[config.mk]
export PLATFORM = sky130hd
export DESIGN_NAME = hazard_sequencer
export DESIGN_NICKNAME = d
export VERILOG_FILES = /design/src/rtl/pipeline_pkg.sv /design/src/rtl/load_use_detect.sv /design/src/rtl/hazard_sequencer.sv
export SDC_FILE = /design/constraint.sdc
export NUM_CORES = 1
export LEC_CHECK = 0
export ABC_AREA = 1
export ABC_CLOCK_PERIOD_IN_PS = 5500
export CAP_MARGIN = 20
export CORE_MARGIN = 3
export CORE_UTILIZATION = 35
export CTS_CLUSTER_DIAMETER = 30
export DETAILED_ROUTE_END_ITERATION = 8
export PLACE_DENSITY = 0.88
export SYNTH_ARGS = -nofsm -noshare
export SYNTH_HDL_FRONTEND = slang
export SYNTH_SLANG_ARGS = --single-unit
[constraint.sdc]
create_clock -name clk_i -period 5.5 [get_ports clk_i]
set_input_delay 1.375 -clock clk_i [delete_from_list [all_inputs] [get_ports clk_i]]
set_output_delay 1.375 -clock clk_i [all_outputs]
set_load 0.01 [all_outputs]
[src/rtl/pipeline_pkg.sv]
// Shared pipeline definitions: hazard sequencer state encodings and the opcodes it decodes.
package pipeline_pkg;

  typedef enum logic [1:0] {
    HS_IDLE     = 2'b00,
    HS_RUN      = 2'b01,
    HS_LU_STALL = 2'b10,
    HS_MEM_WAIT = 2'b11
  } hs_state_e;

  localparam logic [5:0] OP_RTYPE  = 6'b000000;
  localparam logic [5:0] OP_BEQ    = 6'b000100;
  localparam logic [5:0] OP_SW     = 6'b101011;
  localparam logic [5:0] OP_J      = 6'b000010;
  localparam logic [5:0] OP_BUBBLE = 6'b111111;

  // Opcodes whose rt field is a source operand rather than a destination.
  function automatic logic reads_rt(input logic [5:0] op);
    return (op == OP_RTYPE) || (op == OP_BEQ) || (op == OP_SW);
  endfunction

endpackage

[src/rtl/load_use_detect.sv]
// Combinational load-use hazard check between the load in ID/EX and the instruction in ID.
module load_use_detect (
  input  logic [5:0] op_i,
  input  logic [4:0] rs_i,
  input  logic [4:0] rt_i,
  input  logic       idex_memread_i,
  input  logic [4:0] idex_rt_i,
  output logic       hazard_o
);
  import pipeline_pkg::*;

  logic rs_hit;
  logic rt_hit;

  always_comb begin
    rs_hit   = (idex_rt_i == rs_i) && (op_i != OP_J);
    rt_hit   = (idex_rt_i == rt_i) && reads_rt(op_i);
    // $0 is hard-wired, so a load into it never creates a dependency.
    hazard_o = idex_memread_i && (idex_rt_i != 5'd0) && (rs_hit || rt_hit);
  end

endmodule

[src/rtl/hazard_sequencer.sv]
// Stall/flush sequencer for the 5-stage pipeline: load-use bubbles, memory wait freezes, ID flushes.
// Define HAZARD_PERF_CNT_EN to build the saturating stall/flush performance counters.
module hazard_sequencer #(
  parameter int unsigned LU_STALL_CYC = 1,
  parameter int unsigned CNT_W        = 16
) (
  input  logic             clk_i,
  input  logic             rst_i,
  input  logic             start_i,
  input  logic [5:0]       op_i,
  input  logic [4:0]       rs_i,
  input  logic [4:0]       rt_i,
  input  logic             idex_memread_i,
  input  logic [4:0]       idex_rt_i,
  input  logic             branch_taken_i,
  input  logic             jump_i,
  input  logic             mem_busy_i,
  output logic             pc_write_o,
  output logic             ifid_write_o,
  output logic             ifid_flush_o,
  output logic             bubble_o,
  output logic             pipe_en_o,
  output logic [CNT_W-1:0] stall_cnt_o,
  output logic [CNT_W-1:0] flush_cnt_o
);
  import pipeline_pkg::*;

  localparam int unsigned LuW = (LU_STALL_CYC > 2) ? $clog2(LU_STALL_CYC) : 1;

  hs_state_e      state_q, state_d;
  hs_state_e      ret_q, ret_d;
  hs_state_e      eff_state;
  logic [LuW-1:0] lu_cnt_q, lu_cnt_d;
  logic           hazard;

  load_use_detect u_load_use_detect (
    .op_i           (op_i),
    .rs_i           (rs_i),
    .rt_i           (rt_i),
    .idex_memread_i (idex_memread_i),
    .idex_rt_i      (idex_rt_i),
    .hazard_o       (hazard)
  );

  always_comb begin
    // When memory releases, the saved state acts in the same cycle so no extra freeze is added.
    eff_state    = ((state_q == HS_MEM_WAIT) && !mem_busy_i) ? ret_q : state_q;
    state_d      = state_q;
    ret_d        = ret_q;
    lu_cnt_d     = lu_cnt_q;
    pc_write_o   = 1'b0;
    ifid_write_o = 1'b0;
    ifid_flush_o = 1'b0;
    bubble_o     = 1'b1;
    pipe_en_o    = 1'b0;
    case (eff_state)
      HS_IDLE: begin
        if (start_i) state_d = HS_RUN;
      end
      HS_MEM_WAIT: begin
        bubble_o = 1'b0;
      end
      default: begin
        state_d = eff_state;
        if (mem_busy_i) begin
          bubble_o = 1'b0;
          state_d  = HS_MEM_WAIT;
          ret_d    = eff_state;
        end else if (eff_state == HS_LU_STALL) begin
          pipe_en_o = 1'b1;
          lu_cnt_d  = lu_cnt_q - 1'b1;
          if (lu_cnt_q <= LuW'(1)) state_d = HS_RUN;
        end else if (hazard) begin
          pipe_en_o = 1'b1;
          if (LU_STALL_CYC > 1) begin
            state_d  = HS_LU_STALL;
            lu_cnt_d = LuW'(LU_STALL_CYC - 1);
          end
        end else begin
          pc_write_o   = 1'b1;
          ifid_write_o = 1'b1;
          pipe_en_o    = 1'b1;
          bubble_o     = 1'b0;
          ifid_flush_o = branch_taken_i | jump_i;
        end
      end
    endcase
  end

  always_ff @(posedge clk_i or posedge rst_i) begin
    if (rst_i) begin
      state_q  <= HS_IDLE;
      ret_q    <= HS_IDLE;
      lu_cnt_q <= '0;
    end else begin
      state_q  <= state_d;
      ret_q    <= ret_d;
      lu_cnt_q <= lu_cnt_d;
    end
  end

`ifdef HAZARD_PERF_CNT_EN
  logic [CNT_W-1:0] stall_cnt_q;
  logic [CNT_W-1:0] flush_cnt_q;

  always_ff @(posedge clk_i or posedge rst_i) begin
    if (rst_i) begin
      stall_cnt_q <= '0;
      flush_cnt_q <= '0;
    end else begin
      if ((state_q != HS_IDLE) && !pc_write_o && (stall_cnt_q != '1)) begin
        stall_cnt_q <= stall_cnt_q + 1'b1;
      end
      if (ifid_flush_o && (flush_cnt_q != '1)) begin
        flush_cnt_q <= flush_cnt_q + 1'b1;
      end
    end
  end

  assign stall_cnt_o = stall_cnt_q;
  assign flush_cnt_o = flush_cnt_q;
`else
  assign stall_cnt_o = '0;
  assign flush_cnt_o = '0;
`endif

endmodule

==> implementation parameters, run 1 <==
Parameter                              Value

Synthesis
  Fraction of synthesized cell area in xor and xnor cells    5.51%
  Fraction of the mapped netlist area in simple logic gates    approximately a quarter
  Register bit total from synthesis    4
  Mux contribution to synthesized area    0%
  Count of mapped cells out of synthesis    130
  Sequential area share after synthesis    roughly an eighth
  Area share of fa/ha/maj cells after synthesis    under 10%
  Syn Std Cell Area    between 700 and 800 µm²
  Largest family of logic cells by synthesized area    buffers and inverters
  Cell types with the largest area share after synthesis    sky130_fd_sc_hd__buf_4 (31%), sky130_fd_sc_hd__nand2_1 (15%), sky130_fd_sc_hd__dfrtp_1 (13%)
  Complex-gate fraction of the synthesized area    between 7 and 8%
  Mean instance size in the synthesized netlist    roughly 6.1 µm²
  Cell taking the most area after synthesis    sky130_fd_sc_hd__buf_4
  Number of distinct standard cells referenced by the synthesized netlist    15
  Share of Yosys cell area claimed by the top area cell type    a little under a third
  Warnings, synthesis    0

Outcome
  Run status    complete, no violations

Layout
  Final cell utilization of the core    just over 50%
  Proportion of layout cells with a drive suffix above 1    under 10%
  Filler cell count in the final layout    roughly 230
  Final nets    198
  Post-synthesis to final-layout area growth    30.9%
  ANT cells    0

Pwr
  Part of the total power dissipated in sequential elements    between 10% and 20%
  Leakage power summed over all cells    ~0.58 nW
  Fraction of power consumed by the clock network    between 10% and 20%
  Internal portion of total power    153 µW
  Pwr/cell area    259 nW/µm²
  Combinational share of power    about two thirds
  Switching part of the total power    43.1%
  Max VDD drop    between 0.0001 and 0.00015 V
  Sw power    about 120 µW

STA
  Fin crit share    between 90% and 100%
  Fmax    201 MHz
  Post-route setup TNS    0 ns
  Minimum hold slack    just under 0.5 ns
  Post-Route Skew    about 0.00038 ns
  Number of failing setup endpoints in the final timing report    0
  Worst slew pin tran    around 0.51 ns
  Slew margin rel.    between 60% and 70%
  Number of failing hold endpoints at the final stage    0
  Minimum clock period after layout    4.97 ns
  RSZ-0062 raised after global routing    no
  Max-slew violation count    0

Setup path
  Worst reg2reg startpoint    state_q[1]
  Category of the worst setup path capture point    output pin
  Worst path arrival time    approximately 3.6 ns
  Critical path start-end classification    in -> out
  Required @ worst endpoint    roughly 4.1 ns
  Worst R2R End    state_q[0]
  Register-to-register path setup slack    3.83 ns
  Worst setup path startpoint    mem_busy_i
  Critical Path Start Type    input pin
  R2r worst-path depth    7
  Largest fanout on the critical path    6

Global routing
  Global routing usage on met1    a little over an eighth
  Total grt overflow    0
  Global routing's busiest layer    met2
  Initial antenna violation count    0
  Overall track demand over capacity in global routing    between 10 and 15%
  Via count of the first global-routing pass    about 600
  Fraction of met3 tracks used by global routing    roughly 3.3%
  Met2 global-route usage    about 19%
  Maximum number of pins on one net before global-route repair    7
  Wire length of the first global-routing pass    between 2 and 2.5 mm

Floorplan
  Core footprint    ~2100 µm²
  Count of standard-cell rows    16
  Width of the chip    approximately 54 µm
  Die H    between 50 and 60 µm
  Ports placed on the boundary    65
  Starting Density    38.5%
  DIE AREA    roughly 2900 µm²

Routing
  Post-Route WL    about 1.5 mm
  Violation count after the first detailed-route iteration    8
  DR vias/cell    ~3.8
  DRT antenna net count    0
  Routed wirelength normalized by instance count    roughly 8.0 µm
  Detailed-route DRC error count    0
  Number of search-and-repair iterations in the first detailed-routing pass    4
  Number of vias after detailed routing    a little over 700

CTS
  Clock-pin transition on the worst setup and hold timing paths    around 0.040 ns
  Total number of clock tree sinks    4
  TritonCTS Buffers    3
  CTS max path bufs    2
  Number of hold-repair buffers added at the cts stage    0
  CTS root buffer    sky130_fd_sc_hd__clkbuf_4
  Skew-Pair Late Insertion Delay    roughly 0.23 ns
  Number of gates resized after CTS    0
  Level count of the clock H-tree    1
  TritonCTS clock tree    yes
  Post CTS Setup Buffer Count    0

Placed design
  Port buffer count    32
  Total half-perimeter wirelength after legalization and detailed placement    ~1.4 mm
  Weighted congestion at the end of routability-driven global placement    a little under 0.8

Worst hold path
  Cell count of the worst hold path    2
  Hold worst-path end    ret_q[1]
  Source of the worst hold timing path    ret_q[1]
  Class of the tightest hold or removal check    reg -> reg

Job
  Maxcap violations    0
## power by group through the flow
stage / logic, mW / registers, mW / clock network [mW]
after floorplan: 0.129 / 0.0498 / 0
final: 0.182 / 0.0512 / 0.0356
after detailed placement: 0.182 / 0.0515 / 0
after CTS: 0.184 / 0.0512 / 0.0375
after global placement: 0.179 / 0.0518 / 0
after global routing: 0.210 / 0.0529 / 0.0395
## critical path: stages
cell	delay [ns]
sky130_fd_sc_hd__clkdlybuf4s50_1	0.50
sky130_fd_sc_hd__o31ai_1	0.51
sky130_fd_sc_hd__ha_1	0.24
sky130_fd_sc_hd__inv_1	0.06
sky130_fd_sc_hd__nor2_1	0.16
sky130_fd_sc_hd__nand3_1	0.12
sky130_fd_sc_hd__nor2_1	0.09
sky130_fd_sc_hd__clkdlybuf4s50_1	0.54
## cell families after synthesis
| logic type | count (synthesis) |
|---|---|
| other | 1 |
| buffers and inverters | 53 |
| AO/OA/AOI/OAI | 10 |
| AND/OR/NAND/NOR | 52 |
| flip-flops | 4 |
| XOR/XNOR | 5 |
| adder cells (fa/ha/maj) | 5 |
## per-layer routing
layer / part of all wire [%] / vias to the layer above
met2: 51 / 29
met3: 9.8 / 0
met5: 0 / -
met1: 39 / 296
met4: 0 / 0
li1: - / 394
## cell type report
type                       instances  area [µm²]  area share (%)
sequential                         4         100            9.63
inverter                          20        75.1            7.22
tap                               27        33.8            3.25
timing repair buffer              32         320            30.8
clock buffer                       3        22.5            2.17
multi-input combinational        104         488            46.9
## cells in the mapped netlist, drive strengths merged
| cell type | instances |
|---|---|
| o21ai | 6 |
| dfrtp | 4 |
| inv | 20 |
| nand3b | 1 |
| xnor2 | 4 |
| o31ai | 3 |
| ha | 5 |
| xor2 | 1 |
| buf | 33 |
| nand3 | 3 |
| nand2 | 31 |
| conb | 1 |
| a31oi | 1 |
| nor2 | 17 |
## metrics by stage
step / setup slack [ns] / std cells / power (mW) / instance area (µm²)
2_1_floorplan: 1.48 / 161 / 0.178 / 911
3_5_place_dp: 0.508 / 187 / 0.234 / 1020
6_report: 0.531 / 190 / 0.269 / 1040
5_1_grt: 0.336 / 190 / 0.302 / 1040
4_1_cts: 0.519 / 190 / 0.273 / 1040
3_3_place_gp: 0.594 / 187 / 0.231 / 1020
## registers in the layout (all words and copies together), names as in the netlist
register / flops
ret_q: 2
state_q: 2
## cell usage in the layout, fill, tap and decap left out
cell type and count:
sky130_fd_sc_hd__nand3b_1 1, sky130_fd_sc_hd__conb_1 32, sky130_fd_sc_hd__o31ai_1 3, sky130_fd_sc_hd__clkbuf_4 3
sky130_fd_sc_hd__ha_1 5, sky130_fd_sc_hd__a31oi_1 1, sky130_fd_sc_hd__nor2_1 17, sky130_fd_sc_hd__clkdlybuf4s50_1 32
sky130_fd_sc_hd__nand2_1 31, sky130_fd_sc_hd__xnor2_1 4, sky130_fd_sc_hd__o21ai_0 5, sky130_fd_sc_hd__inv_1 20
sky130_fd_sc_hd__xor2_1 1, sky130_fd_sc_hd__o21ai_1 1, sky130_fd_sc_hd__dfrtp_1 4, sky130_fd_sc_hd__nand3_1 3
## worst max path at each step
stage / slack (ns) / end
finish: 0.53 / ifid_flush_o
CTS: 0.52 / ifid_flush_o
global placement: 0.59 / ifid_flush_o
global route: 0.34 / ifid_flush_o
detailed placement: 0.51 / ifid_flush_o
floorplan: 1.48 / pc_write_o
No activity file was read; power rests on OpenSTA's default activity.
==> run 2, diff against run 1 <==
--- a/config.mk
+++ b/config.mk
@@ -13,6 +13,7 @@
 export CTS_CLUSTER_DIAMETER = 30
 export DETAILED_ROUTE_END_ITERATION = 8
 export PLACE_DENSITY = 0.88
+export SKIP_LAST_GASP = 1
 export SYNTH_ARGS = -nofsm -noshare
 export SYNTH_HDL_FRONTEND = slang
 export SYNTH_SLANG_ARGS = --single-unit
==> results of run 2 <==
Same layout as run 1: the final DEF is identical, and so are final timing and power.
